## config.mk

```make
export PLATFORM = sky130hd
export DESIGN_NAME = mux_4x1
export DESIGN_NICKNAME = d
export VERILOG_FILES = /design/src/rtl/mux_4x1.sv
export SDC_FILE = /design/constraint.sdc
export NUM_CORES = 1
export LEC_CHECK = 0
export BUFFER_PORTS_ARGS = -buffer_cell sky130_fd_sc_hd__buf_2
export CAP_MARGIN = 40
export CORE_MARGIN = 1.5
export CORE_UTILIZATION = 30
export DETAILED_ROUTE_END_ITERATION = 8
export MAX_ROUTING_LAYER = met4
export PLACE_DENSITY = 0.66
export SETUP_SLACK_MARGIN = 0.4
export SYNTH_ARGS = -nofsm -noshare
export SYNTH_HDL_FRONTEND = slang
export SYNTH_SLANG_ARGS = --single-unit
```

## constraint.sdc

```tcl
create_clock -name clk -period 1.28 [get_ports clk]
set_clock_uncertainty 0.2 [all_clocks]
set_input_delay 0.192 -clock clk [delete_from_list [all_inputs] [get_ports clk]]
set_output_delay 0.192 -clock clk [all_outputs]
set_load 0.02 [all_outputs]
```

## src/rtl/mux_4x1.sv

```systemverilog
// Four-input word multiplexer with a combinational output and a
// registered, valid-qualified copy for pipelined consumers.
module mux_4x1 #(
    parameter int unsigned     WIDTH     = 32,
    parameter logic [WIDTH-1:0] RESET_VAL = '0
) (
    output logic [WIDTH-1:0] Y,
    input  logic [1:0]       S,
    input  logic [WIDTH-1:0] I0,
    input  logic [WIDTH-1:0] I1,
    input  logic [WIDTH-1:0] I2,
    input  logic [WIDTH-1:0] I3,
    input  logic             clk,
    input  logic             reset,
    input  logic             en,
    output logic [WIDTH-1:0] Y_q,
    output logic             q_valid
);

    // Select one input word; an unknown select yields all-X in simulation.
    always_comb begin
        Y = 'x;
        case (S)
            2'b00:   Y = I0;
            2'b01:   Y = I1;
            2'b10:   Y = I2;
            2'b11:   Y = I3;
            default: Y = 'x;
        endcase
    end

    // Capture the selected word when enabled; reset wins over enable.
    always_ff @(posedge clk) begin
        if (reset) begin
            Y_q     <= RESET_VAL;
            q_valid <= 1'b0;
        end else if (en) begin
            Y_q     <= Y;
            q_valid <= 1'b1;
        end
    end

endmodule

```

Word level (Yosys, flattened, before mapping)
Index checks and enable logic that the tools add are counted.
{"block": "word_totals", "regBits": 33, "wordCells": 7, "out_inout_bits": 65}
{"block": "classes", "eq_ne": 3, "n_mux": 1, "n_reduce_logical": 1}
{"op": "$pmux W32 S4", "n": 1}
{"op": "$eq A2 B2 Y1 const B", "n": 2}
{"op": "$eq A2 B1 Y1 const B", "n": 1}
{"op": "$logic_not A2 Y1", "n": 1}

Longest topological paths before layout
Gate-level depths: netlist (run 1).
{"block": "logic_depth", "word_depth": 2, "depth_mapped": 5}

Worst setup path before layout (run 1)
Ideal clock, no wire load.
{"block": "synth_path", "kind": "input port to output port", "startpoint": "in S[1]", "endpoint": "out Y[0]", "cell_stages": 4, "path_slack_ns": -0.288, "n_path_buf": 2, "arrival_time_ns": 1.176, "t_required_ns": 0.888, "path_cell_list": "buf_2 > buf_2 > mux2i_1 > mux2i_1"}
{"block": "synth_between", "elab_chain_cells": 2, "word_cells_on_any_way": 5, "classes_between": "3 x eq/ne; 1 x mux; 1 x reduce/logical"}
{"item": "from (decl)", "line_no": "8", "text": "input logic [1:0] S,"}
{"item": "$eq A2 B2 Y1 (tied with other cells)", "line_no": "23", "text": "case (S)"}
{"item": "$pmux W32 S4 *", "line_no": "23"}
{"item": "to (decl)", "line_no": "7", "text": "output logic [WIDTH-1:0] Y,"}
Mark *: on every way between the ends. The rest lies on a longest branch, timed or not.

Worst setup path after layout (run 1)
{"block": "layout_path", "startpoint": "in S[1]", "endpoint": "out Y[15]"}
The elaborated chain is that of the path after synthesis.

==> impl_metrics.json, run 1 <==
{
  "drc_errors": 0,
  "totalPowerFinal_mw": 4.62,
  "numCtsBuffers": 5,
  "worst_slew_pin_slew_ns": 0.337,
  "grt_pass1_wl_mm": 16.6,
  "die-area_um2": 9000,
  "pwr-share-clk_pct": 16.5,
  "violations": "setup timing",
  "synth_area_leaders": "mux2i_1, dfxtp_1, o221ai_2",
  "grt_pass1_vias": 3397,
  "drtIter0Drc": 54,
  "netlist_area_um2": 2530,
  "p_int_mw": 3.07,
  "nets": 668,
  "end_kind": "output port",
  "start_util_pct": 31.0,
  "synth_nets": 354,
  "switching_share_pct": 33.6,
  "r2r_cells": 2,
  "worstSkewPairLatency_ns": 0.28,
  "wl_per_cell_um": 18.4,
  "antenna_left": 0,
  "yosysWarnings": 0,
  "cp-start-kind": "input port",
  "r2r-end": "Y_q[28]",
  "path_class": "input port to output port",
  "io_buffers": 197,
  "holdCritStartpoint": "I2[31]",
  "rrSetupSlack_ns": 0.14,
  "utilization_pct": 82.4,
  "firstDrtPassIters": 4,
  "synthDistinctLibCells": 11,
  "ir_worst_vdd_mv": 0.429,
  "ys_ff_latch": 33,
  "multi_input_area_um2": 2950,
  "holdPathEnd": "Y_q[31]",
  "status": "finished, violations left",
  "cts_root_buf": "clkbuf_8",
  "drv_cap": 0,
  "die_w_um": 94.9,
  "dpl_cell_area_um2": 5310,
  "fp-row-count": 33,
  "cts_tree": "yes",
  "syn_inst": 221,
  "cp_top_family": "buffers and inverters",
  "worst_ep_required_time_ns": 0.89,
  "combPwrFrac_pct": 57.8,
  "cpMostUsedCell": "mux2i_4",
  "synth.yosys.seq_area_share_pct": 26.1,
  "pwr-share-seq_pct": 25.7,
  "layout_setup_ws_ns": -0.154,
  "hold_viol": 0,
  "routed_wl_mm": 11.8,
  "clkTransAtPathRegs_ns": 0.07,
  "yosysTopAreaCell": "mux2i_1",
  "vias": 3209,
  "grt_max_degree": 30,
  "relSlewSlack_pct": 77.5,
  "netlist.area_leader.share_pct": 38.0,
  "cts.sinks": 33,
  "postLayoutCellArea_um2": 6740,
  "die_y_um": 94.9,
  "crit_buf_inv": 3,
  "antenna_found_initial": 0,
  "fin_crit_ns": 1.43,
  "synthToLayoutAreaGrowth_pct": 166,
  "postSynthAreaPerCell_um2": 11.5,
  "final_common_cell": "buf_2",
  "max_stage_delay_ns": 0.28,
  "antennaDiodeCount": 0,
  "leakage_nw": 2.80,
  "drv_slew": 0,
  "drive_above_1_share_pct": 98.7,
  "vias_per_cell": 5.01,
  "critPathArrivalTime_ns": 1.04,
  "max_freq_ghz": 0.697,
  "core_area_um2": 8180,
  "num-fill-cells": 436,
  "holdBufCountCts": 0,
  "clockBufferDepth": 2,
  "setup_viol": 32,
  "path_max_fanout": 8,
  "pin_count": 198,
  "path_cells": "buf_16 -> clkbuf_16 -> mux2i_4 -> mux2i_4 -> buf_6",
  "finalCritPeriodShare_pct": 112,
  "r2r-start": "Y_q[28]",
  "hp-class": "input port to register",
  "switchingPower_mw": 1.55,
  "htreeDepth": 2,
  "gp_congestion": 0.778,
  "dp_hpwl_mm": 7.34,
  "grt-ovfl-total": 0,
  "grtUsageTotal_pct": 24.7,
  "mostFrequentLayoutCells": "buf_2, buf_4, mux2i_4, buf_6, dfxtp_2",
  "holdPathStages": 3,
  "rsz0062_at_grt": "yes",
  "cp_slowest_cell": "mux2i_4",
  "regArea_um2": 702,
  "power_density_nw_per_um2": 686
}
[cell usage after synthesis]
master	number
buf_2	14
buf_6	4
clkbuf_1	6
dfxtp_1	33
mux2i_1	96
nand3b_1	1
nor2_1	2
o221ai_1	2
o221ai_2	30
or3b_1	1
or3b_2	32
[worst reg2reg max path, cell delays in order, from the launching register on]
cell,delay [ns]
dfxtp_2,0.34
or3b_2,0.45
o221ai_2,0.07
[sequential cells by signal, indices dropped and copies added, names as in the netlist]
| signal | cells |
|---|---|
| Y_q | 32 |
| q_valid | 1 |
[how the worst max path moves through the flow]
stage,cells after the start,from,end
final,5,S[1],Y[15]
after CTS,5,S[1],Y[17]
after global routing,5,S[1],Y[2]
after detailed placement,5,S[1],Y[23]
after floorplan,5,S[0],Y_q[0]
after global placement,5,S[1],Y[28]
[kinds of logic (layout without fill, tap and decap cells)]
kind of cell / count (synthesis) / after routing / synth area share (%)
buf+inv: 24 / 339 / 5.44
mux: 96 / 96 / 38.0
simple gates: 36 / 36 / 12.0
compound gates: 32 / 32 / 18.5
flops: 33 / 33 / 26.1
[metrics by stage]
step	cells	setup WS [ns]	TNS, ns	hold slack (ns)
global route	641	-0.187	-4.64	0.0997
CTS	627	-0.152	-3.61	0.0816
floorplan	221	-0.0740	-3.45	0.190
finish	641	-0.154	-3.83	0.0927
global placement	591	-0.287	-14.32	0.248
detailed placement	591	-0.322	-15.37	0.280
[per-layer routing]
| layer | share of wire (%) | routed length (um) | vias up | track usage [%] |
|---|---|---|---|---|
| met3 | 5.1 | 596 | 12 | 3.38 |
| li1 | - | - | 1528 | - |
| met2 | 57 | 6720 | 122 | 46.3 |
| met1 | 36 | 4240 | 1547 | 26.8 |
| met4 | 1.8 | 214 | 0 | 7.46 |
| met5 | 0 | 0 | - | - |
[final cells by class]
type,instances,area share [%]
multi-input cells,164,43.7
repair buffers,331,42.7
flip-flops and latches,33,10.4
well taps,105,1.95
clock buffers,8,1.19
[power groups by stage]
stage                     combinational (mW)  sequential, mW  clock (mW)
after global placement                  2.03            1.16           0
after global routing                    2.79            1.20       0.823
after detailed placement                2.06            1.17           0
final                                   2.67            1.19       0.763
after CTS                               2.52            1.18       0.780
after floorplan                         1.13            1.27           0
[what timing repair did]
action                     4_1_cts  5_1_grt
gates cloned                     9        1
gates resized for setup        221       33
setup buffers                   19       13
setup endpoints to repair       97       97
hold endpoints to repair         0        0
pin swaps                        3        1
Power figures use the tool's default switching activity.
==> run 2: changes to the inputs <==
Settings changed: CTS_BUF_LIST set to sky130_fd_sc_hd__clkbuf_16, CTS_CLUSTER_SIZE set to 16.
==> run 2 against run 1 <==
Against the previous run: the run still ends with setup timing left; clock power is 47% higher; fmax is 0.83% lower; wire length is 7.0% higher; global-route usage is 1.6 points higher; clock-buffer cell count is 3 lower; combinational power is 2% higher; sequential power hardly changed; power is 9.1% higher.
==> impl_metrics.json, run 2 (same netlist as run 1, synthesis figures left out) <==
{
  "io_buffers": 197,
  "regMostFlops": "Y_q",
  "path_max_fanout": 8,
  "max_stage_delay_ns": 0.29,
  "relSlewSlack_pct": 78.7,
  "final_common_cell": "buf_2",
  "antenna_left": 0,
  "htreeDepth": 2,
  "clockBufferDepth": 2,
  "tns_ns": -4.02,
  "violations": "setup timing",
  "drc_errors": 0,
  "nets": 677,
  "instances_no_fill": 650,
  "crit_buf_inv": 3,
  "routed_wl_mm": 12.6,
  "path_cells": "buf_16 -> buf_12 -> mux2i_4 -> mux2i_4 -> buf_6",
  "max_freq_ghz": 0.692,
  "fp-row-count": 33,
  "num-fill-cells": 423,
  "critPathArrivalTime_ns": 1.05,
  "cp_slowest_cell": "mux2i_4",
  "grt_pass1_wl_mm": 17.4,
  "cp_top_family": "buffers and inverters",
  "wl_per_cell_um": 19.4,
  "drv_cap": 0,
  "die_y_um": 94.9,
  "power_density_nw_per_um2": 733,
  "gp_congestion": 0.778,
  "worst_slew_pin_slew_ns": 0.319,
  "core_area_um2": 8180,
  "leakage_nw": 2.88,
  "drive_above_1_share_pct": 98.7,
  "grt-ovfl-total": 0,
  "mostFrequentLayoutCells": "buf_2, buf_4, mux2i_4, buf_6, dfxtp_2",
  "start_util_pct": 31.0,
  "die-area_um2": 9000,
  "fin_crit_ns": 1.45,
  "setup_viol": 33,
  "largest_register_ff_count": 32,
  "grt_pass1_vias": 3494,
  "firstDrtPassIters": 4,
  "cpMostUsedCell": "mux2i_4",
  "pin_count": 198,
  "path_class": "input port to output port",
  "grtUsageTotal_pct": 26.3,
  "worstSkewPairLatency_ns": 0.27,
  "utilization_pct": 84.2,
  "regArea_um2": 702,
  "multi_input_area_um2": 2940,
  "cts.sinks": 33,
  "synthToLayoutAreaGrowth_pct": 172,
  "end_kind": "output port",
  "status": "finished, violations left",
  "die_w_um": 94.9,
  "worst_ep_required_time_ns": 0.89,
  "vias_per_cell": 5.08,
  "drv_slew": 0,
  "numCtsBuffers": 5,
  "rsz0062_at_grt": "yes",
  "antenna_found_initial": 0,
  "ir_worst_vdd_mv": 0.585,
  "cts_root_buf": "clkbuf_16",
  "grt_max_degree": 30,
  "cts_tree": "yes",
  "dp.cells": 591,
  "drtIter0Drc": 56,
  "hp-class": "input port to register",
  "vias": 3300,
  "layout_setup_ws_ns": -0.166,
  "antennaDiodeCount": 0,
  "clkTransAtPathRegs_ns": 0.05,
  "cp-start-kind": "input port",
  "finalCritPeriodShare_pct": 113,
  "reg.largest.list": "Y_q (32), q_valid (1)",
  "dp_slack_ns": -0.322,
  "hold_viol": 0,
  "dp_hpwl_mm": 7.34
}
-- run 2: final timing paths --
| kind | from | endpoint | slack, ns | depth (start not counted) |
|---|---|---|---|---|
| max | S[1] | Y[28] | -0.17 | 5 |
| min | reset | Y_q[12] | 0.13 | 4 |
| max reg2reg | Y_q[6] | Y_q[6] | 0.09 | 2 |
| min reg2reg | q_valid | q_valid | 0.29 | 2 |
-- run 2: cell type report --
cell class	instances	share of cell area (%)
Timing Repair Buffer	340	43.2
Multi-Input combinational cell	164	42.7
Sequential cell	33	10.2
Tap cell	105	1.91
Clock buffer	5	1.82
Clock inverter	3	0.164
-- run 2: through the flow --
stage	total power, mW	hold WS (ns)	cell area (um2)
2_1_floorplan	2.40	0.190	3650
3_3_place_gp	3.19	0.248	5310
3_5_place_dp	3.22	0.280	5310
4_1_cts	4.84	0.0928	6530
5_1_grt	5.23	0.145	6880
6_report	5.04	0.134	6880
-- run 2: where the power goes --
group	switching, mW	leakage (nW)	internal (mW)
clock	0.421	0.0776	0.699
sequential	0.0616	0.284	1.13
combinational	1.15	2.51	1.58
total	1.63	2.88	3.41
-- run 2: tightest hold or removal path, delay by kind of cell --
| family | cells | cell delay (ns) |
|---|---|---|
| compound gates | 1 | 0.07 |
| simple gates | 1 | 0.11 |
| buf+inv | 2 | 0.18 |
-- run 2: repair_timing --
item,CTS,global route
gates resized for setup,223,38
hold buffers,0,0
cloned,9,1
endpoints found under the setup margin,97,97
buffers inserted,21,20
pin swaps,1,3
-- run 2: per-layer routing --
metal  global-route usage (%)  part of all wire, %  vias to the layer above
li1                         -                    -                     1550
met1                     27.0                   35                     1586
met4                     8.71                  3.2                        0
met5                        -                    0                        -
met2                     51.0                   57                      134
met3                     3.14                  4.9                       30
